[config.mk]
export PLATFORM = sky130hd
export DESIGN_NAME = fifo_burst_reader
export DESIGN_NICKNAME = d
export VERILOG_FILES = /design/src/rtl/fifo_burst_reader.sv
export SDC_FILE = /design/constraint.sdc
export NUM_CORES = 1
export LEC_CHECK = 0
export ABC_AREA = 1
export BUFFER_PORTS_ARGS = -buffer_cell sky130_fd_sc_hd__buf_2
export CAP_MARGIN = 10
export CELL_PAD_IN_SITES_DETAIL_PLACEMENT = 0
export CELL_PAD_IN_SITES_GLOBAL_PLACEMENT = 1
export CORE_UTILIZATION = 40
export DETAILED_ROUTE_END_ITERATION = 12
export PLACE_DENSITY = 0.85
export SLEW_MARGIN = 20
export SYNTH_ARGS = -nofsm -noshare
export SYNTH_HDL_FRONTEND = slang
export SYNTH_SLANG_ARGS = --single-unit
export TNS_END_PERCENT = 100
[constraint.sdc]
create_clock -name clk -period 2.25 [get_ports clk]
set_clock_uncertainty 0.1 [all_clocks]
set_input_delay 0.3375 -clock clk [delete_from_list [all_inputs] [get_ports clk]]
set_output_delay 0.3375 -clock clk [all_outputs]
set_load 0.005 [all_outputs]
[src/rtl/fifo_burst_reader.sv]
// fifo_burst_reader: pops a fixed-length burst from a synchronous FIFO
// and replays it on a valid/ready stream through a 3-entry buffer.
module fifo_burst_reader #(
    parameter int DATA_WIDTH = 8,
    parameter int LEN_WIDTH  = 8
) (
    input  logic                  clk,
    input  logic                  rst,
    input  logic                  start_i,
    input  logic [LEN_WIDTH-1:0]  len_i,
    output logic                  busy_o,
    output logic                  done_o,
    output logic [LEN_WIDTH-1:0]  rd_count_o,
    output logic                  rden_o,
    input  logic [DATA_WIDTH-1:0] rdata_i,
    input  logic                  empty_i,
    output logic                  m_valid_o,
    output logic [DATA_WIDTH-1:0] m_data_o,
    input  logic                  m_ready_i
);

    localparam logic [1:0] S_IDLE = 2'd0;
    localparam logic [1:0] S_READ = 2'd1;
    localparam logic [1:0] S_DONE = 2'd2;

    logic [1:0]            state_q;
    logic [1:0]            state_d;
    logic [LEN_WIDTH-1:0]  len_q;
    logic [LEN_WIDTH-1:0]  issued_q;
    logic [LEN_WIDTH-1:0]  delivered_q;
    logic                  inflight_q;
    logic [1:0]            head_q;
    logic [1:0]            tail_q;
    logic [1:0]            occ_q;
    logic [DATA_WIDTH-1:0] mem_q [3];

    logic start_ok;
    logic room;
    logic rden;
    logic capture;
    logic pop;
    logic last_pop;

    function automatic logic [1:0] ptr_next(input logic [1:0] p);
        return (p == 2'd2) ? 2'd0 : p + 2'd1;
    endfunction

    // Words in flight from the FIFO already own a buffer slot.
    assign room     = ({1'b0, occ_q} + {2'b00, inflight_q}) < 3'd3;
    assign rden     = (state_q == S_READ) & ~empty_i
                    & (issued_q < len_q) & room;
    assign capture  = inflight_q;
    assign pop      = (occ_q != 2'd0) & m_ready_i;
    assign last_pop = pop & (delivered_q + LEN_WIDTH'(1) == len_q);
    assign start_ok = (state_q == S_IDLE) & start_i;

    always_comb begin
        state_d = state_q;
        unique case (state_q)
            S_IDLE: begin
                if (start_i) begin
                    state_d = (len_i != '0) ? S_READ : S_DONE;
                end
            end
            S_READ: begin
                if (last_pop) begin
                    state_d = S_DONE;
                end
            end
            S_DONE:  state_d = S_IDLE;
            default: state_d = S_IDLE;
        endcase
    end

    always_ff @(posedge clk) begin
        if (rst) begin
            state_q     <= S_IDLE;
            len_q       <= '0;
            issued_q    <= '0;
            delivered_q <= '0;
            inflight_q  <= 1'b0;
            head_q      <= 2'd0;
            tail_q      <= 2'd0;
            occ_q       <= 2'd0;
            for (int i = 0; i < 3; i++) begin
                mem_q[i] <= '0;
            end
        end else begin
            state_q    <= state_d;
            inflight_q <= rden;

            if (start_ok) begin
                len_q       <= len_i;
                issued_q    <= '0;
                delivered_q <= '0;
            end else begin
                if (rden) begin
                    issued_q <= issued_q + LEN_WIDTH'(1);
                end
                if (pop) begin
                    delivered_q <= delivered_q + LEN_WIDTH'(1);
                end
            end

            if (capture) begin
                for (int i = 0; i < 3; i++) begin
                    if (tail_q == 2'(i)) begin
                        mem_q[i] <= rdata_i;
                    end
                end
                tail_q <= ptr_next(tail_q);
            end

            if (pop) begin
                head_q <= ptr_next(head_q);
            end

            case ({capture, pop})
                2'b10:   occ_q <= occ_q + 2'd1;
                2'b01:   occ_q <= occ_q - 2'd1;
                default: occ_q <= occ_q;
            endcase
        end
    end

    always_comb begin
        m_data_o = mem_q[0];
        if (head_q == 2'd1) begin
            m_data_o = mem_q[1];
        end else if (head_q == 2'd2) begin
            m_data_o = mem_q[2];
        end
    end

    assign rden_o     = rden;
    assign busy_o     = (state_q == S_READ);
    assign done_o     = (state_q == S_DONE);
    assign rd_count_o = delivered_q;
    assign m_valid_o  = (occ_q != 2'd0);

endmodule
=== Word-level counts from Yosys, hierarchy flattened ===
Memory sizes are Yosys's and may differ from the RTL's.
Cells that the tools add are included.
W data, S select, Z words.

* Eq/ne operators: 11
* $add $sub $neg: 7
* Bitwise logic cells: 10
* Muxes and demuxes: 26
* Reductions and logical operators: 7
* Magnitude comparators: 2

{| class="wikitable"
|+ Operator list
! operator !! number
|-
| $mux W8 || 5
|-
| $add A8 B1 Y8 const B || 2
|-
| $mux W1 || 14
|-
| $mux W2 || 5
|-
| $eq A2 B1 Y1 const B || 4
|-
| $eq A2 B2 Y1 const B || 4
|-
| $eq A8 B8 Y1 || 1
|-
| $lt A8 B8 Y1 || 1
|-
| $pmux W2 S2 || 2
|-
| $reduce_bool A8 Y1 || 1
|-
| $add A2 B1 Y2 const B || 3
|-
| $and A1 B1 Y1 || 6
|-
| $logic_not A2 Y1 || 2
|-
| $reduce_bool A2 Y1 || 2
|-
| $add A2 B1 Y3 || 1
|-
| $lt A3 B2 Y1 const B || 1
|-
| $or A1 B1 Y1 || 3
|-
| $ne A2 B1 Y1 const B || 1
|-
| $ne A2 B2 Y1 const B || 1
|-
| $reduce_and A2 Y1 || 1
|-
| $reduce_or A2 Y1 || 1
|-
| $sub A2 B1 Y2 const B || 1
|-
| $not A1 Y1 || 1
|}

* Flip-flop bits (word level): 33
* Logic and storage cells: 72
* Bits in writable memories: 24
* Memories kept: 1
* Input port bits: 21

{| class="wikitable"
|+ Memory list
! memory !! words !! width !! rd ports !! clocked after memory_dff !! wr ports !! RTL line !! source
|-
| mem_q || 3 || 8 || 3 || 0 || 3 || 35 || <nowiki>logic [DATA_WIDTH-1:0] mem_q [3];</nowiki>
|}

=== Logic depth before layout (Yosys ltp) ===
Gate-level depths: netlist of run 1.

* Depth after elaboration: 6
* Mapped depth: 12
* Gate-level depth less buffers: 12

=== Worst setup path after synthesis of run 1 ===
No wires, ideal clock.

* Kind: register to register
* Start: register occ_q[0]
* End: register occ_q[1]
* Required time: 2.028 ns
* Path slack: 0.446 ns
* Data arrival time: 1.582 ns
* Stages on the path, launching flop included: 11
* Buffers on the path: 1
* Path through: dfxtp_1 inv_1 nand2_1 nand2_1 inv_1 buf_2 ha_1 a21oi_1 o21ai_0 o21ai_0 a21oi_1

* Word-level cells in the longest chain between the ends: 4

{| class="wikitable"
|+ RTL lines
! element !! RTL line !! source
|-
| start, declared || 34 || <nowiki>logic [1:0] occ_q;</nowiki>
|-
| start signal, assigned || 119 || <nowiki>2'b10: occ_q <= occ_q + 2'd1;</nowiki>
|-
| start signal, assigned || 120 || <nowiki>2'b01: occ_q <= occ_q - 2'd1;</nowiki>
|-
| start signal, assigned || 121 || <nowiki>default: occ_q <= occ_q;</nowiki>
|-
| $reduce_bool A2 Y1 * || -- ||
|-
| via m_valid_o || 17 || <nowiki>output logic m_valid_o,</nowiki>
|-
| $and A1 B1 Y1 * || 53 || <nowiki>assign pop = (occ_q != 2'd0) & m_ready_i;</nowiki>
|-
| via pop || 41 || <nowiki>logic pop;</nowiki>
|-
| $eq A2 B1 Y1 or $eq A2 B2 Y1 (tied branches) || 118 || <nowiki>case ({capture, pop})</nowiki>
|-
| $pmux W2 S2 or $reduce_bool A2 Y1 (tied branches) || -- ||
|}

The timed path passes the listed nets; every way through them passes the cells marked *.
A chain may end at the register's enable or synchronous reset.

=== Worst setup path after layout of run 1 ===
* Start: register inflight_q (netlist: capture)
* End: output port rden_o

* Word-level cells in the longest chain between the ends: 3

{| class="wikitable"
|+ RTL lines
! element !! RTL line !! source
|-
| start, declared || 31 || <nowiki>logic inflight_q;</nowiki>
|-
| start signal, assigned || 90 || <nowiki>inflight_q <= rden;</nowiki>
|-
| $add A2 B1 Y3 || 49 || <nowiki>assign room = ({1'b0, occ_q} + {2'b00, inflight_q}) < 3'd3;</nowiki>
|-
| $lt A3 B2 Y1 || 49 ||
|-
| $and A1 B1 Y1 || 51 || <nowiki>& (issued_q < len_q) & room;</nowiki>
|-
| end, declared || 14 || <nowiki>output logic rden_o,</nowiki>
|}

No other way between the ends.

==> results of run 1 <==
[layout make-up]
type                    count  share of cell area [%]
clock buffers               9                    3.70
multi-input cells         235                    37.1
clock inverters             7                    1.12
well taps                  96                    3.59
repair buffers             48                    7.77
flip-flops and latches     57                    41.3
inverters                  48                    5.38
[through the flow]
stage / cells / cell area [sq um]
floorplan: 344 / 2810
global placement: 483 / 3170
detailed placement: 483 / 3170
CTS: 500 / 3330
global route: 500 / 3350
finish: 500 / 3350
[power breakdown]
group,total [uW],internal [uW],leakage (uW),switching (uW)
combinational,316,126,0.000900,190
sequential,1160,1130,0.000518,33.4
clock,787,384,0.0000799,403
[flip-flops by register name, summed over array words and instances, names as in the netlist]
signal and cells:
capture 1, head_q 2, issued_q 8, len_q 8, mem_q 24, occ_q 2
rd_count_o 8, state_q 2, tail_q 2
[how the worst max path moves through the flow]
| stage | from | to | cells past startpoint |
|---|---|---|---|
| after CTS | len_q[7]$_SDFFE_PP0P_ | rden_o | 7 |
| after detailed placement | len_q[7]$_SDFFE_PP0P_ | rden_o | 7 |
| after global routing | len_q[5]$_SDFFE_PP0P_ | rden_o | 7 |
| after global placement | len_q[7]$_SDFFE_PP0P_ | rden_o | 7 |
| final | capture$_SDFF_PP0_ | rden_o | 6 |
| after floorplan | occ_q[0]$_SDFFE_PP0P_ | occ_q[1]$_SDFFE_PP0P_ | 10 |
[critical path: cells and delay by family (launching register included)]
kind	cells	cell delay, ns
buffers and inverters	2	0.18
AO/OA/AOI/OAI	1	0.25
flip-flops	1	0.35
adder cells (fa/ha/maj)	2	0.45
AND/OR/NAND/NOR	1	0.14
[per-layer routing]
| layer | vias to the layer above | share of wire [%] | track usage [%] |
|---|---|---|---|
| li1 | 1258 | - | - |
| met1 | 1077 | 49 | 23.3 |
| met2 | 44 | 45 | 27.6 |
| met3 | 9 | 4.3 | 3.27 |
| met4 | 0 | 1.5 | 9.24 |
| met5 | - | 0 | 0 |
[cells in the final DEF, fill, tap and decap left out, types with 6 or more instances in the layout]
| cell | n |
|---|---|
| sky130_fd_sc_hd__edfxtp_1 | 24 |
| sky130_fd_sc_hd__a21oi_1 | 31 |
| sky130_fd_sc_hd__dfxtp_1 | 32 |
| sky130_fd_sc_hd__buf_4 | 8 |
| sky130_fd_sc_hd__nand3_1 | 22 |
| sky130_fd_sc_hd__a31oi_1 | 9 |
| sky130_fd_sc_hd__ha_1 | 11 |
| sky130_fd_sc_hd__nor2_1 | 31 |
| sky130_fd_sc_hd__inv_1 | 46 |
| sky130_fd_sc_hd__clkbuf_8 | 9 |
| sky130_fd_sc_hd__xor2_1 | 6 |
| sky130_fd_sc_hd__nand2_1 | 83 |
| sky130_fd_sc_hd__buf_2 | 40 |
| sky130_fd_sc_hd__o21ai_0 | 18 |
[timing repair]
action | CTS | global route
cloned | 0 | 0
gates resized for setup | 0 | 3
pin swaps | 1 | 1
buffers inserted | 1 | 0
endpoints found under the setup margin | 1 | 1
[logic make-up (layout without fill, tap and decap cells)]
family          count (synthesis)  after routing  synth area share [%]
flops                          57             57                  49.2
compound gates                 68             68                  13.6
simple gates                  148            148                  22.7
fa+ha+maj                      12             12                  5.35
buf+inv                        52            112                  6.99
xor+xnor                        7              7                  2.18
==> metrics.json, run 1 <==
{
  "power.leakage_uw": 0.00150,
  "synth_cell_types": 28,
  "worst-slew-pin-transition_ns": 0.694,
  "routedWlPerCell_um": 11.7,
  "post_route_cells_drive_above_1_share_pct": 18.6,
  "hold_buffer_count_at_cts": 0,
  "largest_driver_fanout_on_the_critical_path": 5,
  "finalWeightedCongestion": 0.803,
  "cp_slowest_cell": "sky130_fd_sc_hd__dfxtp_1",
  "fmax_mhz": 466,
  "maxCapViolations": 0,
  "grt_overflow": 0,
  "vias_per_cell": 4.78,
  "multiInputGateArea_sq_um": 1240,
  "final-hold-violation-count": 0,
  "synth.area.top_cells": "sky130_fd_sc_hd__edfxtp_1 26%, sky130_fd_sc_hd__dfxtp_1 24%, sky130_fd_sc_hd__nand2_1 11%",
  "detail_route.first_pass.iterations": 5,
  "design.final.nets": 432,
  "hold_path_class": "primary input to flip-flop",
  "io_pins": 41,
  "hp-start": "rst",
  "grt_first_pass_wirelength_um": 9890,
  "synth_sequential_area_ratio_pct": 49.2,
  "ys_dominant_reg_cell": "sky130_fd_sc_hd__dfxtp_1",
  "crit_path_end_kind": "output pin",
  "synth_commonest_cells": "83 x sky130_fd_sc_hd__nand2_1, 46 x sky130_fd_sc_hd__inv_1, 33 x sky130_fd_sc_hd__dfxtp_1",
  "coreArea_sq_um": 6790,
  "drt.antenna.violating_nets": 0,
  "cells_along_the_critical_path": "ha_1 -> ha_1 -> a21oi_1 -> nand4_4 -> inv_2 -> buf_2",
  "async_flop_share_pct": 0,
  "syn_avg_cell_area_sq_um": 8.17,
  "grt_max_degree": 18,
  "first_iteration_detailed_routing_drc_count": 95,
  "post_layout_power_uw": 2270,
  "setup_viol": 0,
  "yosys_warnings": 0,
  "finalCritPeriodShare_pct": 95.4,
  "synth.net_count": 377,
  "min_delay_path_depth": 2,
  "register_area_sq_um": 1380,
  "synth_top_area_cell": "sky130_fd_sc_hd__edfxtp_1",
  "clk_path_buf_depth": 2,
  "r2r_end": "occ_q[1]$_SDFFE_PP0P_",
  "setup.reg_to_reg.worst_slack_ns": 0.47,
  "track_usage_pct": 17.6,
  "drc": 0,
  "ir_drop_v": 0.000373,
  "synth_cells": 344,
  "number_of_global_route_vias_before_repair": 2199,
  "wl_um": 5860,
  "hpwlAfterDp_um": 4250,
  "clkTransAtPathRegs_ns": 0.07,
  "synth.most_common_cell": "sky130_fd_sc_hd__nand2_1",
  "cts_max_level": 3,
  "rr_worst_depth": 9,
  "post-synth-top-area-fraction_pct": 25.7,
  "area_growth_pct": 19.2,
  "clock_tree_from_tritoncts": "built",
  "ys_seq_elements": 57,
  "num-fill-cells": 675,
  "worstReg2RegStart": "occ_q[0]$_SDFFE_PP0P_",
  "synth_enable_flop_cells": 24,
  "die-height_um": 85.8,
  "antenna_violations_before_repair": 0,
  "clock_sink_count": 57,
  "cp_slowest_stage_delay_ns": 0.35,
  "timing.final.ws_setup_ns": 0.103,
  "slew_viol_final": 0,
  "clock-root-buffer": "sky130_fd_sc_hd__clkbuf_8",
  "hold_end": "state_q[0]$_SDFFE_PP0P_",
  "fin_worst_hold_slack_ns": 0.161,
  "worst-setup-path-type": "flip-flop to output pin",
  "die_x_um": 85.8,
  "start_util_pct": 41.3,
  "placementRows": 30,
  "clk_latency_ns": 0.33,
  "timing.slew.headroom_pct": 53.5,
  "routed-via-count": 2388,
  "finalSetupTns_ns": 0,
  "power.density_cell_area_nw_per_um2": 677,
  "antennaDiodeCount": 0,
  "run_status": "completed",
  "cts_made_buffers": 9,
  "syn_area_sq_um": 2810,
  "most_used_cell_cp": "sky130_fd_sc_hd__ha_1",
  "worst-endpoint-arrival_ns": 1.71,
  "grt_setup_unrepaired": "no",
  "layout_min_cycle_time_ns": 2.15,
  "detailedPlace.worstSlack_ns": 0.295,
  "final_util_pct": 49.3,
  "port-buffer-count": 40,
  "data_required_time_of_the_critical_path_ns": 1.81,
  "dieArea_sq_um": 7360,
  "crit_path_start_kind": "flip-flop"
}
No activity file was read; power rests on OpenSTA's default activity.
==> run 2: changes to the inputs <==
--- a/config.mk
+++ b/config.mk
@@ -11,6 +11,7 @@
 export CELL_PAD_IN_SITES_DETAIL_PLACEMENT = 0
 export CELL_PAD_IN_SITES_GLOBAL_PLACEMENT = 1
 export CORE_UTILIZATION = 40
+export CTS_BUF_LIST = sky130_fd_sc_hd__clkbuf_16
 export DETAILED_ROUTE_END_ITERATION = 12
 export PLACE_DENSITY = 0.85
 export SLEW_MARGIN = 20
==> run 2 against run 1 <==
Against the previous run: hold slack better by 0.016 ns; worst setup slack improved by 0.028 ns; routed wire length down 0.22%; maximum frequency increased by 1.3%; core utilization up 1.5 points; critical path depth unchanged; critical endpoint unchanged; largest cell class unchanged.
==> metrics.json, run 2 (synthesis gave the netlist of run 1 again) <==
{
  "fin_area": {"value": 3450, "unit": "sq um", "change": "was 3350 sq um"},
  "clk_path_buf_depth": {"value": 2, "change": "unchanged"},
  "critical-path-top-delay-family": {"value": "adder cells", "change": "unchanged"},
  "p_comb_share": {"value": 11.9, "unit": "%", "change": "was 13.9%"},
  "port-buffer-count": {"value": 40, "change": "unchanged"},
  "detail_route.first_pass.iterations": {"value": 4, "change": "was 5"},
  "largest_driver_fanout_on_the_critical_path": {"value": 5, "change": "unchanged"},
  "grt_setup_unrepaired": {"value": "no", "change": "unchanged"},
  "largest_reg_flops": {"value": 24, "change": "unchanged"},
  "cp_slowest_stage_delay": {"value": 0.34, "unit": "ns", "change": "was 0.35 ns"},
  "worstReg2RegStart": {"value": "occ_q[0]$_SDFFE_PP0P_", "change": "unchanged"},
  "register_area": {"value": 1380, "unit": "sq um", "change": "about the same"},
  "number_of_global_route_vias_before_repair": {"value": 2220, "change": "was 2199"},
  "die_x": {"value": 85.8, "unit": "um", "change": "unchanged"},
  "ir_drop": {"value": 0.000390, "unit": "V", "change": "was 0.000373 V"},
  "start_util": {"value": 41.3, "unit": "%", "change": "unchanged"},
  "coreArea": {"value": 6790, "unit": "sq um", "change": "unchanged"},
  "cp_slowest_cell": {"value": "sky130_fd_sc_hd__dfxtp_1", "change": "unchanged"},
  "finalCritPeriodShare": {"value": 94.2, "unit": "%", "change": "was 95.4%"},
  "clock_power_share": {"value": 44.1, "unit": "%", "change": "was 34.7%"},
  "crit_path_start_kind": {"value": "flip-flop", "change": "unchanged"},
  "fmax": {"value": 472, "unit": "MHz", "change": "was 466 MHz"},
  "finalSetupTns": {"value": 0, "unit": "ns", "change": "unchanged"},
  "mostFrequentLayoutCell": {"value": "sky130_fd_sc_hd__nand2_1", "change": "unchanged"},
  "antenna_violations_before_repair": {"value": 0, "change": "unchanged"},
  "drc": {"value": 0, "change": "unchanged"},
  "die-height": {"value": 85.8, "unit": "um", "change": "unchanged"},
  "clkTransAtPathRegs": {"value": 0.05, "unit": "ns", "change": "was 0.07 ns"},
  "area_growth": {"value": 22.8, "unit": "%", "change": "was 19.2%"},
  "drt.antenna.violating_nets": {"value": 0, "change": "unchanged"},
  "hpwlAfterDp": {"value": 4250, "unit": "um", "change": "unchanged"},
  "run_status": {"value": "completed", "change": "unchanged"},
  "multiInputGateArea": {"value": 1240, "unit": "sq um", "change": "unchanged"},
  "setup.reg_to_reg.worst_slack": {"value": 0.46, "unit": "ns", "change": "was 0.47 ns"},
  "netSwitchingPower": {"value": 667, "unit": "uW", "change": "was 627 uW"},
  "worst-setup-path-type": {"value": "flip-flop to output pin", "change": "unchanged"},
  "power.density_cell_area": {"value": 769, "unit": "nW/um^2", "change": "was 677 nW/um^2"},
  "data_required_time_of_the_critical_path": {"value": 1.81, "unit": "ns", "change": "about the same"},
  "clock_sink_count": {"value": 57, "change": "unchanged"},
  "most_used_cell_cp": {"value": "sky130_fd_sc_hd__ha_1", "change": "unchanged"},
  "cells_along_the_critical_path": {"value": "ha_1 -> ha_1 -> a21oi_1 -> nand4_4 -> inv_2 -> buf_2", "change": "unchanged"},
  "crit_start": {"value": "capture$_SDFF_PP0_", "change": "unchanged"},
  "grt_overflow": {"value": 0, "change": "unchanged"},
  "first_iteration_detailed_routing_drc_count": {"value": 94, "change": "was 95"},
  "hold_buffer_count_at_cts": {"value": 0, "change": "unchanged"},
  "timing.final.ws_setup": {"value": 0.131, "unit": "ns", "change": "was 0.103 ns"},
  "placementRows": {"value": 30, "change": "unchanged"},
  "final_util": {"value": 50.8, "unit": "%", "change": "was 49.3%"},
  "dieArea": {"value": 7360, "unit": "sq um", "change": "unchanged"},
  "detailedPlace.worstSlack": {"value": 0.295, "unit": "ns", "change": "unchanged"},
  "timing.slew.headroom": {"value": 54.1, "unit": "%", "change": "was 53.5%"},
  "finalWeightedCongestion": {"value": 0.803, "change": "unchanged"},
  "timing.critical_path.depth": {"value": 6, "change": "unchanged"},
  "slew_viol_final": {"value": 0, "change": "unchanged"},
  "final_cell_mix": {"value": "83 x sky130_fd_sc_hd__nand2_1, 46 x sky130_fd_sc_hd__inv_1, 40 x sky130_fd_sc_hd__buf_2", "change": "unchanged"},
  "num-fill-cells": {"value": 664, "change": "was 675"},
  "antennaDiodeCount": {"value": 0, "change": "unchanged"},
  "design.final.nets": {"value": 432, "change": "unchanged"},
  "routed-via-count": {"value": 2372, "change": "was 2388"},
  "power.leakage": {"value": 0.00154, "unit": "uW", "change": "was 0.00150 uW"},
  "layout_min_cycle_time": {"value": 2.12, "unit": "ns", "change": "was 2.15 ns"},
  "maxCapViolations": {"value": 0, "change": "unchanged"},
  "path_buf_inv": {"value": 2, "change": "unchanged"},
  "cts_made_buffers": {"value": 9, "change": "unchanged"},
  "grt_max_degree": {"value": 18, "change": "unchanged"},
  "final-hold-violation-count": {"value": 0, "change": "unchanged"},
  "vias_per_cell": {"value": 4.74, "change": "was 4.78"},
  "clock-root-buffer": {"value": "sky130_fd_sc_hd__clkbuf_16", "change": "was sky130_fd_sc_hd__clkbuf_8"},
  "routedWlPerCell": {"value": 11.7, "unit": "um", "change": "about the same"},
  "hold_path_class": {"value": "primary input to flip-flop", "change": "unchanged"},
  "post_route_cells_drive_above_1_share": {"value": 18.3, "unit": "%", "change": "was 18.6%"},
  "crit_path_end_kind": {"value": "output pin", "change": "unchanged"},
  "clock_tree_from_tritoncts": {"value": "built", "change": "unchanged"},
  "grt_first_pass_wirelength": {"value": 9970, "unit": "um", "change": "was 9890 um"},
  "power.internal": {"value": 1990, "unit": "uW", "change": "was 1640 uW"},
  "worst-slew-pin-transition": {"value": 0.686, "unit": "ns", "change": "was 0.694 ns"},
  "critical_path.endpoint": {"value": "rden_o", "change": "unchanged"},
  "dpl-instance-area": {"value": 3170, "unit": "sq um", "change": "unchanged"},
  "cts_max_level": {"value": 3, "change": "unchanged"},
  "io_pins": {"value": 41, "change": "unchanged"},
  "power.switching_fraction": {"value": 25.1, "unit": "%", "change": "was 27.6%"},
  "seq_power_share": {"value": 44.0, "unit": "%", "change": "was 51.3%"},
  "setup_viol": {"value": 0, "change": "unchanged"},
  "track_usage": {"value": 17.7, "unit": "%", "change": "was 17.6%"},
  "rr_worst_depth": {"value": 9, "change": "unchanged"},
  "worst-endpoint-arrival": {"value": 1.68, "unit": "ns", "change": "was 1.71 ns"},
  "clk_latency": {"value": 0.32, "unit": "ns", "change": "was 0.33 ns"},
  "max_flop_register": {"value": "mem_q", "change": "unchanged"},
  "wl": {"value": 5840, "unit": "um", "change": "was 5860 um"},
  "r2r_end": {"value": "occ_q[1]$_SDFFE_PP0P_", "change": "unchanged"}
}
[run 2: cell counts in the layout (fill, tap and decap cells not counted)]
No cell type changed its count.
[run 2: per-layer routing]
metal | global-route usage, % | routed length (um) | vias up
li1 | - | - | 1261
met4 | 8.79 | 69 | 0
met5 | 0 | 0 | -
met3 | 3.56 | 192 | 6
met2 | 27.9 | 2660 | 36
met1 | 23.3 | 2920 | 1069
[run 2: repair_timing]
action	4_1_cts	5_1_grt
endpoints found under the setup margin	1	1
gates resized for setup	0	2
setup buffers	1	0
pin swaps	1	1
[run 2: worst min path at each step]
stage	startpoint	endpoint	depth (start not counted)
after floorplan	rst	state_q[0]$_SDFFE_PP0P_	1
after global placement	tail_q[1]$_SDFFE_PP0P_	tail_q[1]$_SDFFE_PP0P_	2
after detailed placement	tail_q[1]$_SDFFE_PP0P_	tail_q[1]$_SDFFE_PP0P_	2
after CTS	rst	state_q[0]$_SDFFE_PP0P_	2
after global routing	rst	tail_q[0]$_SDFFE_PP0P_	2
final	rst	state_q[0]$_SDFFE_PP0P_	2
[run 2: cell type report]
class	count	area share [%]
clock inverter	7	1.09
tap	96	3.48
sequential	57	40.1
inverter	48	5.22
timing repair buffer	48	7.55
clock buffer	9	6.53
multi-input combinational	235	36.1
[run 2: through the flow]
stage,total power [uW],cells,hold slack (ns)
2_1_floorplan,1370,344,0.307
3_3_place_gp,1490,483,0.354
3_5_place_dp,1500,483,0.370
4_1_cts,2670,500,0.179
5_1_grt,2790,500,0.191
6_report,2650,500,0.177
[run 2: power by group through the flow]
stage               Sequential, uW  Clock [uW]  Combinational, uW
finish                        1170        1170                316
global route                  1170        1250                364
CTS                           1170        1190                316
detailed placement            1190           0                312
global placement              1180           0                307
floorplan                     1180           0                195
[run 2: worst register-to-register path, cell delays in order (launching register included)]
cell                      delay, ns
sky130_fd_sc_hd__dfxtp_1       0.33
sky130_fd_sc_hd__inv_1         0.09
sky130_fd_sc_hd__nand2_1       0.10
sky130_fd_sc_hd__nand2_1       0.18
sky130_fd_sc_hd__inv_1         0.09
sky130_fd_sc_hd__ha_1          0.32
sky130_fd_sc_hd__a21oi_1       0.14
sky130_fd_sc_hd__o21ai_0       0.12
sky130_fd_sc_hd__o21ai_0       0.15
sky130_fd_sc_hd__a21oi_1       0.05
==> run 3: changes to the inputs <==
--- a/config.mk
+++ b/config.mk
@@ -10,10 +10,10 @@
 export CAP_MARGIN = 10
 export CELL_PAD_IN_SITES_DETAIL_PLACEMENT = 0
 export CELL_PAD_IN_SITES_GLOBAL_PLACEMENT = 1
-export CORE_UTILIZATION = 40
+export CORE_UTILIZATION = 38
 export CTS_BUF_LIST = sky130_fd_sc_hd__clkbuf_16
 export DETAILED_ROUTE_END_ITERATION = 12
-export PLACE_DENSITY = 0.85
+export PLACE_DENSITY = 0.84
 export SLEW_MARGIN = 20
 export SYNTH_ARGS = -nofsm -noshare
 export SYNTH_HDL_FRONTEND = slang
==> constraint.sdc (replaced) <==
create_clock -name clk -period 1.7 [get_ports clk]
set_clock_uncertainty 0.1 [all_clocks]
set_input_delay 0.255 -clock clk [delete_from_list [all_inputs] [get_ports clk]]
set_output_delay 0.255 -clock clk [all_outputs]
set_load 0.005 [all_outputs]
==> run 3 against run 2 <==
Against the previous run: the run now ends with setup timing left; critical path type unchanged; register-to-register slack got worse by 0.62 ns; final cell count increased by 6.4%; non-clock buffer count increased by 32; clock power increased by 55%; cell area increased by 16%; flip-flop and latch count unchanged; die area increased by 5.1%.
==> metrics.json, run 3 (synthesis gave the netlist of run 1 again) <==
{
  "vias_per_cell": {"value": 4.83, "change": "was 4.74"},
  "io_pins": {"value": 41, "change": "unchanged"},
  "hold_end": {"value": "state_q[0]$_SDFFE_PP0P_", "change": "unchanged"},
  "hp-start": {"value": "rst", "change": "unchanged"},
  "wl": {"value": 6930, "unit": "um", "change": "was 5840 um"},
  "finalSetupTns": {"value": -1.44, "unit": "ns", "change": "was 0 ns"},
  "layout_min_cycle_time_ns": 1.94,
  "setup.reg_to_reg.worst_slack": {"value": -0.16, "unit": "ns", "change": "was 0.46 ns"},
  "grt_setup_unrepaired": {"value": "yes", "change": "was no"},
  "design.final.nets": {"value": 464, "change": "was 432"},
  "crit_path_end_kind": {"value": "output pin", "change": "unchanged"},
  "fin_worst_hold_slack": {"value": 0.118, "unit": "ns", "change": "was 0.177 ns"},
  "power.density_cell_area": {"value": 986, "unit": "nW/um^2", "change": "was 769 nW/um^2"},
  "die_x": {"value": 88.0, "unit": "um", "change": "was 85.8 um"},
  "worst-endpoint-arrival": {"value": 1.58, "unit": "ns", "change": "was 1.68 ns"},
  "cp_slowest_stage_delay": {"value": 0.34, "unit": "ns", "change": "about the same"},
  "antenna_violations_before_repair": {"value": 0, "change": "unchanged"},
  "placementRows": {"value": 30, "change": "unchanged"},
  "clk_latency": {"value": 0.32, "unit": "ns", "change": "about the same"},
  "cts_max_level": {"value": 3, "change": "unchanged"},
  "detail_route.first_pass.iterations": {"value": 4, "change": "unchanged"},
  "crit_start": {"value": "len_q[7]$_SDFFE_PP0P_", "change": "was capture$_SDFF_PP0_"},
  "die-height": {"value": 88.0, "unit": "um", "change": "was 85.8 um"},
  "timing.final.ws_setup": {"value": -0.240, "unit": "ns", "change": "was 0.131 ns"},
  "port-buffer-count": {"value": 40, "change": "unchanged"},
  "cp_slowest_cell": {"value": "sky130_fd_sc_hd__dfxtp_2", "change": "was sky130_fd_sc_hd__dfxtp_1"},
  "cells_along_the_critical_path": {"value": "inv_2 -> ha_4 -> a21o_1 -> a31oi_4 -> nand4_4 -> inv_4 -> buf_6", "change": "was ha_1 -> ha_1 -> a21oi_1 -> nand4_4 -> inv_2 -> buf_2"},
  "power.leakage": {"value": 0.00176, "unit": "uW", "change": "was 0.00154 uW"},
  "hpwlAfterDp": {"value": 4650, "unit": "um", "change": "was 4250 um"},
  "coreArea": {"value": 6980, "unit": "sq um", "change": "was 6790 sq um"},
  "rr_worst_depth": {"value": 10, "change": "was 9"},
  "clk_path_buf_depth": {"value": 2, "change": "unchanged"},
  "start_util": {"value": 40.2, "unit": "%", "change": "was 41.3%"},
  "data_required_time_of_the_critical_path": {"value": 1.34, "unit": "ns", "change": "was 1.81 ns"},
  "crit_path_start_kind": {"value": "flip-flop", "change": "unchanged"},
  "routed-via-count": {"value": 2572, "change": "was 2372"},
  "mostFrequentLayoutCell": {"value": "sky130_fd_sc_hd__nand2_1", "change": "unchanged"},
  "dieArea": {"value": 7740, "unit": "sq um", "change": "was 7360 sq um"},
  "path_buf_inv": {"value": 3, "change": "was 2"},
  "antennaDiodeCount": {"value": 0, "change": "unchanged"},
  "ir_drop": {"value": 0.000557, "unit": "V", "change": "was 0.000390 V"},
  "final_cell_mix": {"value": "67 x sky130_fd_sc_hd__nand2_1, 40 x sky130_fd_sc_hd__buf_2, 37 x sky130_fd_sc_hd__inv_1", "change": "was 83 x sky130_fd_sc_hd__nand2_1, 46 x sky130_fd_sc_hd__inv_1, 40 x sky130_fd_sc_hd__buf_2"},
  "fmax_mhz": 516,
  "area_growth": {"value": 42.4, "unit": "%", "change": "was 22.8%"},
  "grt_max_degree": {"value": 18, "change": "unchanged"},
  "hold_path_class": {"value": "primary input to flip-flop", "change": "unchanged"},
  "post_route_cells_drive_above_1_share": {"value": 38.8, "unit": "%", "change": "was 18.3%"},
  "slew_viol_final": {"value": 0, "change": "unchanged"},
  "num-fill-cells": {"value": 631, "change": "was 664"},
  "final_util": {"value": 57.3, "unit": "%", "change": "was 50.8%"},
  "max_flop_register": {"value": "mem_q", "change": "unchanged"},
  "routedWlPerCell": {"value": 13.0, "unit": "um", "change": "was 11.7 um"},
  "worst-slew-pin-transition": {"value": 0.409, "unit": "ns", "change": "was 0.686 ns"},
  "min_delay_path_depth": {"value": 2, "change": "unchanged"},
  "detailedPlace.worstSlack": {"value": -0.0196, "unit": "ns", "change": "was 0.295 ns"},
  "final-hold-violation-count": {"value": 0, "change": "unchanged"},
  "finalCritPeriodShare_pct": 114,
  "run_status": {"value": "finished, violations left", "change": "was completed"},
  "clock_sink_count": {"value": 57, "change": "unchanged"},
  "clock_tree_from_tritoncts": {"value": "built", "change": "unchanged"},
  "timing.slew.headroom": {"value": 72.7, "unit": "%", "change": "was 54.1%"},
  "largest_reg_flops": {"value": 24, "change": "unchanged"},
  "cts_made_buffers": {"value": 9, "change": "unchanged"},
  "clock-root-buffer": {"value": "sky130_fd_sc_hd__clkbuf_16", "change": "unchanged"},
  "clkTransAtPathRegs": {"value": 0.05, "unit": "ns", "change": "about the same"},
  "setup_viol": {"value": 13, "change": "was 0"},
  "failed_checks": "setup timing",
  "first_iteration_detailed_routing_drc_count": {"value": 186, "change": "was 94"},
  "drc": {"value": 0, "change": "unchanged"},
  "grt_overflow": {"value": 0, "change": "unchanged"},
  "r2r_end": {"value": "issued_q[0]$_SDFFE_PP0P_", "change": "was occ_q[1]$_SDFFE_PP0P_"},
  "finalWeightedCongestion": {"value": 0.837, "change": "was 0.803"},
  "worst-setup-path-type": {"value": "flip-flop to output pin", "change": "unchanged"},
  "maxCapViolations": {"value": 0, "change": "unchanged"},
  "track_usage": {"value": 19.8, "unit": "%", "change": "was 17.7%"},
  "critical-path-top-delay-family": {"value": "compound AO/OA/AOI/OAI gates", "change": "was adder cells"},
  "worstReg2RegStart": {"value": "len_q[7]$_SDFFE_PP0P_", "change": "was occ_q[0]$_SDFFE_PP0P_"},
  "drt.antenna.violating_nets": {"value": 0, "change": "unchanged"},
  "grt_first_pass_wirelength": {"value": 11300, "unit": "um", "change": "was 9970 um"},
  "largest_driver_fanout_on_the_critical_path": {"value": 2, "change": "was 5"},
  "number_of_global_route_vias_before_repair": {"value": 2408, "change": "was 2220"},
  "timing.critical_path.depth": {"value": 7, "change": "was 6"}
}
run 3: changes by cell type in the layout (fill, tap and decap cells not counted), moves of 6 or more:
cell                      before  now
sky130_fd_sc_hd__dfxtp_2       0   16
sky130_fd_sc_hd__inv_1        46   37
sky130_fd_sc_hd__nand2_1      83   67
sky130_fd_sc_hd__ha_1         11    3
sky130_fd_sc_hd__ha_4          1    7
sky130_fd_sc_hd__buf_6         0    7
sky130_fd_sc_hd__buf_4         8   32
sky130_fd_sc_hd__inv_2         2    9
sky130_fd_sc_hd__dfxtp_1      33   17
sky130_fd_sc_hd__nand2_2       1   14
run 3: how the worst max path moves through the flow:
stage	end	slack (ns)
3_3_place_gp	rden_o	-0.009
5_1_grt	rden_o	-0.30
6_report	rden_o	-0.24
4_1_cts	rden_o	-0.22
2_1_floorplan	rden_o	0.003
3_5_place_dp	rden_o	-0.02
run 3: report_power, final:
part	switching (uW)	internal (uW)	leakage, uW
clock	667	1140	0.000139
combinational	315	265	0.00110
sequential	48.3	1500	0.000524
total	1030	2910	0.00176
run 3: timing repair:
action	4_1_cts	5_1_grt
hold buffers	0	0
buffers inserted	4	3
cloned	0	1
resized for setup	33	48
endpoints found under the setup margin	17	21
pin swaps	15	23
hold endpoints to repair	0	0
run 3: cell type report:
type	instances	area, sq um	share of cell area (%)
multi-input cells	235	1450	36.4
flip-flops and latches	57	1400	35.0
repair buffers	80	534	13.4
clock buffers	9	225	5.63
inverters	48	185	4.63
well taps	96	120	3.00
clock inverters	7	78.8	1.97
run 3: worst register-to-register path: stages, from the launching register on:
cell	delay, ns
sky130_fd_sc_hd__dfxtp_2	0.34
sky130_fd_sc_hd__inv_2	0.05
sky130_fd_sc_hd__ha_4	0.22
sky130_fd_sc_hd__a21o_1	0.18
sky130_fd_sc_hd__a31oi_4	0.17
sky130_fd_sc_hd__nand4_4	0.14
sky130_fd_sc_hd__buf_4	0.16
sky130_fd_sc_hd__buf_4	0.13
sky130_fd_sc_hd__buf_6	0.13
sky130_fd_sc_hd__nand2_1	0.07
sky130_fd_sc_hd__a21oi_1	0.06
run 3: layer usage:
metal  GRT usage, %  wire length (um)  vias up
met5              0                 0        -
met1           26.4              3250     1181
met3           5.56               273        7
met4           7.00                76        0
li1               -                 -     1327
met2           30.7              3330       57
run 3: through the flow:
| step | cell area [sq um] | cells | power (uW) |
|---|---|---|---|
| finish | 4000 | 532 | 3940 |
| global route | 4000 | 532 | 4120 |
| CTS | 3790 | 528 | 3890 |
| detailed placement | 3360 | 508 | 2040 |
| global placement | 3360 | 508 | 2030 |
| floorplan | 2820 | 344 | 1820 |
